## config.mk

```make
export PLATFORM = sky130hd
export DESIGN_NAME = synth_readback_tx
export DESIGN_NICKNAME = d
export VERILOG_FILES = /design/src/rtl/protocol_pkg.sv /design/src/rtl/synth_readback_tx_byte_stream_mux.sv /design/src/rtl/synth_readback_tx.sv
export SDC_FILE = /design/constraint.sdc
export NUM_CORES = 1
export LEC_CHECK = 0
export ABC_AREA = 1
export CAP_MARGIN = 20
export CORE_ASPECT_RATIO = 1.1
export CORE_MARGIN = 2
export CORE_UTILIZATION = 35
export DETAILED_ROUTE_END_ITERATION = 8
export PLACE_DENSITY = 0.66
export SETUP_SLACK_MARGIN = 0.1
export SYNTH_ARGS = -nofsm -noshare
export SYNTH_HDL_FRONTEND = slang
export SYNTH_SLANG_ARGS = --single-unit
```

## constraint.sdc

```tcl
create_clock -name clk -period 3.43 [get_ports clk]
set_input_delay 0.686 -clock clk [delete_from_list [all_inputs] [get_ports clk]]
set_output_delay 0.686 -clock clk [all_outputs]
set_load 0.02 [all_outputs]
```

## src/rtl/protocol_pkg.sv

```systemverilog
// Shared register-image types and readback framing helpers for the MCU link.
// synth_t is the packed register bank that is streamed back MSB first.
package protocol_pkg;

    localparam int N_OSCILLATORS = 4;

    typedef enum logic [7:0] {
        WAVE_SQUARE = 8'h00,
        WAVE_SAW    = 8'h01,
        WAVE_TRI    = 8'h02,
        WAVE_NOISE  = 8'h03,
        WAVE_SIN    = 8'h06
    } wave_shape_t;

    typedef struct packed {
        wave_shape_t shape;
        logic [15:0] freq;
    } osc_t;

    typedef struct packed {
        logic [31:0] balance;
    } pan_t;

    // 164 bits: the low nibble of the last byte on the wire is zero padding.
    typedef struct packed {
        logic [31:0]                master_volume;
        pan_t                       pan;
        osc_t [N_OSCILLATORS-1:0]   osc;
        logic [3:0]                 flags;
    } synth_t;

    localparam int SYNTH_T_BITS  = $bits(synth_t);
    localparam int SYNTH_T_BYTES = (SYNTH_T_BITS + 7) / 8;

    localparam logic [7:0] READBACK_SOF = 8'hA5;

    typedef enum logic [2:0] {
        RB_IDLE,
        RB_SOF,
        RB_PAYLOAD,
        RB_CSUM,
        RB_FIN
    } readback_state_t;

    function automatic logic [7:0] readback_csum_step(logic [7:0] acc, logic [7:0] b);
        return acc + b;
    endfunction

    function automatic synth_t reset_synth_t();
        synth_t s;
        s = '0;
        s.master_volume = 32'h0000_8000;
        for (int i = 0; i < N_OSCILLATORS; i++) begin
            s.osc[i].shape = WAVE_SIN;
        end
        return s;
    endfunction

endpackage

```

## src/rtl/synth_readback_tx_byte_stream_mux.sv

```systemverilog
// Picks byte idx of a flat snapshot, byte 0 being the most significant.
// Out-of-range indices read as zero.
module byte_stream_mux #(
    parameter int N_BYTES = 1,
    parameter int IDX_W   = 1
) (
    input  logic [8*N_BYTES-1:0] data,
    input  logic [IDX_W-1:0]     idx,
    output logic [7:0]           byte_out
);

    always_comb begin
        byte_out = '0;
        if (int'(idx) < N_BYTES) begin
            byte_out = data[8*(N_BYTES-1-int'(idx)) +: 8];
        end
    end

endmodule

```

## src/rtl/synth_readback_tx.sv

```systemverilog
// Streams a snapshot of the synth_t register image to the SPI slave as
// SOF, payload bytes MSB first, then an optional additive checksum.
module synth_readback_tx
    import protocol_pkg::*;
#(
    parameter logic [7:0] SOF_BYTE     = READBACK_SOF,
    parameter bit         USE_CHECKSUM = 1'b1
) (
    input  logic            clk,
    input  logic            rst,
    input  synth_t          synth_i,
    input  logic            start_i,
    input  logic            abort_i,
    output logic [7:0]      tx_data_o,
    output logic            tx_valid_o,
    input  logic            tx_ready_i,
    output logic            busy_o,
    output logic            done_o,
    output readback_state_t dbg_state
);

    localparam int PAYLOAD_BITS = $bits(synth_t);
    localparam int N_BYTES      = (PAYLOAD_BITS + 7) / 8;
    localparam int CW           = $clog2(N_BYTES + 1);
    localparam logic [CW-1:0] LAST_IDX = CW'(N_BYTES - 1);

    readback_state_t      state;
    logic [8*N_BYTES-1:0] snap_q;
    logic [8*N_BYTES-1:0] snap_d;
    logic [CW-1:0]        cnt;
    logic [CW-1:0]        mux_idx;
    logic [7:0]           csum;
    logic [7:0]           csum_next;
    logic [7:0]           next_byte;
    logic                 xfer;

    // Handshake: a byte moves on any cycle with tx_valid_o && tx_ready_i;
    // once raised, tx_valid_o/tx_data_o hold until that cycle (or abort/rst).
    assign xfer      = tx_valid_o && tx_ready_i;
    assign csum_next = readback_csum_step(csum, tx_data_o);
    assign dbg_state = state;

    // Look one byte ahead so tx_data_o can be loaded on the transfer edge.
    assign mux_idx = (state == RB_PAYLOAD) ? cnt + CW'(1) : '0;

    always_comb begin
        snap_d = '0;
        snap_d[8*N_BYTES-1 -: PAYLOAD_BITS] = synth_i;
    end

    byte_stream_mux #(
        .N_BYTES (N_BYTES),
        .IDX_W   (CW)
    ) u_mux (
        .data     (snap_q),
        .idx      (mux_idx),
        .byte_out (next_byte)
    );

    always_ff @(posedge clk) begin
        if (rst) begin
            state      <= RB_IDLE;
            snap_q     <= '0;
            cnt        <= '0;
            csum       <= '0;
            tx_data_o  <= '0;
            tx_valid_o <= 1'b0;
            busy_o     <= 1'b0;
            done_o     <= 1'b0;
        end else if (abort_i && state != RB_IDLE) begin
            state      <= RB_IDLE;
            cnt        <= '0;
            csum       <= '0;
            tx_data_o  <= '0;
            tx_valid_o <= 1'b0;
            busy_o     <= 1'b0;
            done_o     <= 1'b0;
        end else begin
            case (state)
                RB_IDLE: begin
                    if (start_i) begin
                        snap_q     <= snap_d;
                        cnt        <= '0;
                        csum       <= '0;
                        tx_data_o  <= SOF_BYTE;
                        tx_valid_o <= 1'b1;
                        busy_o     <= 1'b1;
                        state      <= RB_SOF;
                    end
                end
                RB_SOF: begin
                    if (xfer) begin
                        tx_data_o <= next_byte;
                        state     <= RB_PAYLOAD;
                    end
                end
                RB_PAYLOAD: begin
                    if (xfer) begin
                        csum <= csum_next;
                        if (cnt == LAST_IDX) begin
                            if (USE_CHECKSUM) begin
                                tx_data_o <= csum_next;
                                state     <= RB_CSUM;
                            end else begin
                                tx_data_o  <= '0;
                                tx_valid_o <= 1'b0;
                                done_o     <= 1'b1;
                                state      <= RB_FIN;
                            end
                        end else begin
                            cnt       <= cnt + CW'(1);
                            tx_data_o <= next_byte;
                        end
                    end
                end
                RB_CSUM: begin
                    if (xfer) begin
                        tx_data_o  <= '0;
                        tx_valid_o <= 1'b0;
                        done_o     <= 1'b1;
                        state      <= RB_FIN;
                    end
                end
                RB_FIN: begin
                    done_o <= 1'b0;
                    busy_o <= 1'b0;
                    cnt    <= '0;
                    state  <= RB_IDLE;
                end
                default: state <= RB_IDLE;
            endcase
        end
    end

endmodule

```

# Word level (Yosys, flattened, before mapping)
# Cells that the tools add are included.
# totals
reg_bits	191
inputBits	169
elab_cells	71
# op_classes
add_sub_neg	3
n_lt_le_gt_ge	1
eq_ne	11
shifts	1
mux	27
bitwise_logic	1
reduce_logical	19
# op_table
cell	n
$shiftx A168 B32 Y8	1
$mux W8	8
$pmux W8 S4	1
$mux W5	4
$pmux W8 S2	1
$mux W3	5
$pmux W5 S3	1
$pmux W3 S4	1
$ne A2 B2 Y1 const B	5
$reduce_and A5 Y1	2
$reduce_and A3 Y1	3
$add A8 B8 Y8	1
$reduce_bool A2 Y1	4
$eq A3 B2 Y1 const B	2
$pmux W1 S2	3
$reduce_bool A3 Y1	2
$sub A5 B5 Y6 const A	1
$add A5 B1 Y5 const B	1
$eq A5 B5 Y1 const B	1
$lt A5 B5 Y1 const B	1
$reduce_and A2 Y1	2
$reduce_and A4 Y1	1
$reduce_bool A4 Y1	1
$eq A3 B1 Y1 const B	1
other kinds (7)	10

# Logic depth before layout (Yosys ltp)
# Gate-level depths: netlist of run 1.
# depth
word_depth	8
mapped_depth	19
ltp_nobuf	19

# Hierarchy
# A second synthesis of run 1 with hierarchy kept.
# hier_totals
hier_cells	1430
hier_area_um2	9436.6
# modules_own_cells
mod	instances	cells_per_inst	area_per_inst_um2	seq_area_each_um2
synth_readback_tx	1	938	7223.2	3823.7
byte_stream_mux	1	492	2213.4	0.0

# Worst setup path before layout of run 1
# OpenSTA, ideal clock, no wires.
# synth_path
path_kind	flip-flop to flip-flop
startpoint	register state[2] (netlist: dbg_state[2])
endpoint	register tx_data_o[5]
arrival_time_ns	2.615
path_slack_ns	0.745
stages_incl_launch_ff	14
synth_period_minus_slack_ns	2.685
path_cell_list	dfxtp_1 nor2_4 nand3_4 buf_2 buf_2 ha_1 clkbuf_1 clkbuf_1 o21ai_0 o21ai_0 nand2_1 nand3_1 nand4_1 a21oi_1
# synth_via
elab_chain_len	8
elab_cells_between_ends	22
cone_classes	add/sub (1); order compare (1); eq/ne (7); shift (1); mux (6); reduce/logical (6)
# synth_lines
item	line_no	text
start: declaration	synth_readback_tx.sv:27	readback_state_t state;
start signal: assignment	synth_readback_tx.sv:62	state <= RB_IDLE;
start signal: assignment	synth_readback_tx.sv:71	state <= RB_IDLE;
start signal: assignment	synth_readback_tx.sv:88	state <= RB_SOF;
$eq A3 B2 Y1	synth_readback_tx.sv:44, synth_readback_tx.sv:79	
$mux W5	synth_readback_tx.sv:44	assign mux_idx = (state == RB_PAYLOAD) ? cnt + CW'(1) : '0;
$sub A5 B5 Y6	synth_readback_tx_byte_stream_mux.sv:15	byte_out = data[8*(N_BYTES-1-int'(idx)) +: 8];
$shiftx A168 B32 Y8	synth_readback_tx_byte_stream_mux.sv:15	
$mux W8	synth_readback_tx_byte_stream_mux.sv:14	if (int'(idx) < N_BYTES) begin
$mux W8	synth_readback_tx.sv:100	if (cnt == LAST_IDX) begin
$mux W8	synth_readback_tx.sv:98	if (xfer) begin
$pmux W8 S4	synth_readback_tx.sv:79	case (state)
end signal: assignment	synth_readback_tx.sv:93	tx_data_o <= next_byte;
end signal: assignment	synth_readback_tx.sv:102	tx_data_o <= csum_next;
end signal: assignment	synth_readback_tx.sv:112	tx_data_o <= next_byte;
end: declaration	synth_readback_tx.sv:14	output logic [7:0] tx_data_o,
# Parallel ways exist; a longest one is shown, timed or not. The select of a mux whose other input is x is not followed.
# A chain may end at the register's enable or synchronous reset.

# Worst setup path in the final report of run 1
# layout_path
startpoint	register state[1] (netlist: dbg_state[1])
endpoint	register tx_data_o[3]
# Same word-level chain as after synthesis.

==> metrics.yaml, run 1 <==
status: "finished, final reports clean"
clk_latency_ps: 440
drc_errors: 0
cp.arrival_ps: 3340
final_util: 0.459
regToRegSetupSlack_ps: 470
initial_core_util: 0.354
ys_warn_count: 0
total_power_mw: 9.34
clkTransAtPathRegs_ps: 70
grt_max_degree: 124
avgSynthCellArea_um2: 6.97
drive_gt1_frac: 0.0481
grt_pass1_vias: 8307
endpoint_kind: "flop"
wirelength_mm: 27.3
ys_types: 35
drt_iter0_drc: 788
synth_area_leaders: "dfxtp_1, nand2_1, a21oi_1"
grt_pass1_wl_mm: 42.9
final_cell_mix: "nand2_1, a21oi_1, dfxtp_1"
hold_buffers: 0
synth.top_cell.area_share: 0.432
max_cap_violations: 0
final_common_cell: "nand2_1"
setup_viol: 0
n_antenna_cell: 0
vias: 8818
rr_startpoint: "dbg_state[1]"
ctsRootBufferMaster: "clkbuf_16"
dr_wl_met3_mm: 1.77
leakagePower_nw: 4.47
min_path_cells: 2
hpwl_mm: 19.3
period_minus_slack_ps: 2960
yosys.area.top_type: "dfxtp_1"
fp.dieH_um: 171
r2r-end: "tx_data_o[3]"
htreeDepth: 4
crit_required_ps: 3800
routed_via_density: 5.10
synthCells: 1269
cts_tree: "built"
fmax_mhz: 338
globalplace.congestion: 0.871
setup.worst_path.class: "flop to flop"
ir_drop_uv: 529
fin_setup_tns_ps: 0
worst_hold_startpoint: "snap_q[127]"
syn-cell-area_um2: 8850
highest_layer: "met4"
wl_met1_mm: 12.4
slew-limit-headroom: 0.557
cp_max_fo: 31
nets: 1581
io_buffers: 182
syn_nets: 1449
first_pass_iters: 7
antenna_found_initial: 0
wl_met2_mm: 12.7
rsz0062_at_grt: "false"
tightest_slew_ps: 662
cts_buffers: 17
synth-seq-cells: 191
report.final.slew_viol_count: 0
layout.cells.non_filler: 1729
die_area_um2: 26600
seq_area_frac_synth: 0.432
p_per_area_nw_per_um2: 813
clock-sinks: 191
top_level_ports: 183
hold_viol_final: 0
reg2regPathDepth: 12
hold_end: "snap_q[127]"
fp-row-count: 61
wl_per_cell_um: 15.8
coreArea_um2: 25000
skew_ps: 6.75
min_path_type: "flop to flop"
start_kind: "flop"
clockBufferDepth: 2
grt-ovfl-total: 0
grt_use_total: 0.204
place_inst: 1694
syn_to_final_growth_pct: 29.8
die_w_um: 156
fin_crit_sh: 0.864
ant_nets: 0
[per-stage QoR]
stage	hold slack (ps)	worst slack [ps]	area (um2)
after floorplan	425	745	8850
after global placement	439	488	10800
after detailed placement	444	454	10800
after CTS	454	384	11500
after global routing	474	138	11500
final	456	468	11500
[worst max-delay path by stage]
| stage | endpoint | slack, ps | startpoint | cells after the start |
|---|---|---|---|---|
| floorplan | tx_data_o[5] | 750 | dbg_state[2] | 13 |
| global placement | tx_data_o[7] | 490 | cnt[0] | 14 |
| detailed placement | tx_data_o[7] | 450 | cnt[0] | 14 |
| CTS | tx_data_o[7] | 380 | cnt[0] | 14 |
| global route | tx_data_o[3] | 140 | cnt[0] | 16 |
| finish | tx_data_o[3] | 470 | dbg_state[1] | 12 |
[timing repair]
| action | 4_1_cts | 5_1_grt |
|---|---|---|
| setup buffers | 0 | 3 |
| gates resized for setup | 0 | 2 |
| setup endpoints to repair | 0 | 3 |
[where the power goes]
| group | switching, mW | internal (mW) | leakage [nW] |
|---|---|---|---|
| Combinational | 2.87 | 1.42 | 2.61 |
| Clock | 0.912 | 1.16 | 0.292 |
| Sequential | 0.273 | 2.71 | 1.57 |
[kinds of logic after synthesis]
logic type,synth area share
AO/OA/AOI/OAI,0.240
buffers and inverters,0.0930
flip-flops,0.432
AND/OR/NAND/NOR,0.213
adder cells (fa/ha/maj),0.0164
XOR/XNOR,0.00594
[final cells by class]
cell class,instances,area [um2]
Multi-Input combinational cell,871,4210
Clock inverter,14,180
Inverter,123,465
Clock buffer,18,429
Tap cell,315,394
Sequential cell,191,3820
Fill cell,2571,13500
Timing Repair Buffer,197,1990
[sequential cells by signal (all words and copies together), names as in the netlist]
register    flops
cnt             5
csum            8
snap_q        164
done_o          1
tx_valid_o      1
tx_data_o       8
dbg_state       3
busy_o          1
[layer usage]
metal / vias to the layer above / GRT usage
met5: - / 0
met4: 0 / 0.0566
met3: 33 / 0.0415
met2: 283 / 0.331
met1: 4047 / 0.276
li1: 4455 / -
[Yosys cell counts]
cell type / n
nand3_1: 66
clkinv_1: 5
buf_4: 1
o21a_1: 1
o211ai_1: 26
ha_1: 10
o22ai_1: 1
a21oi_1: 225
a211oi_1: 4
fa_1: 1
nor4_1: 1
dfxtp_1: 191
and2_1: 1
o21bai_1: 1
nand4_1: 12
xor2_1: 6
nand3_4: 1
buf_6: 2
nor2_1: 31
buf_1: 5
o21ai_1: 4
nand2_4: 1
nand3_2: 2
inv_2: 3
a31oi_1: 1
o21ai_0: 144
clkbuf_1: 54
buf_2: 22
nor3_2: 1
inv_1: 115
nor3_1: 1
nor2_4: 3
nand2_1: 318
nand3b_1: 3
nand2_2: 6
[worst max-delay path: stages, from the launching register on]
cell and delay, ps:
dfxtp_1 660, nand3_4 390, ha_1 460, clkinv_1 200, buf_12 210, nand2_1 140
o21ai_0 210, nand3_1 100, nand2_1 60, nand2_1 80, o21bai_1 160, nand2_1 70
a21oi_1 140
No activity file was read; power rests on OpenSTA's default activity.
==> inputs of run 2 (changes only) <==
ABC_CLOCK_PERIOD_IN_PS = 3430   (was not set)
==> results of run 2 <==
Same layout as run 1: the final DEF is identical, and so are final timing and power.
==> inputs of run 3 (changes only) <==
GPL_ROUTABILITY_DRIVEN = 1   (was not set)
==> results of run 3 <==
Same layout as run 1: the final DEF is identical, and so are final timing and power.
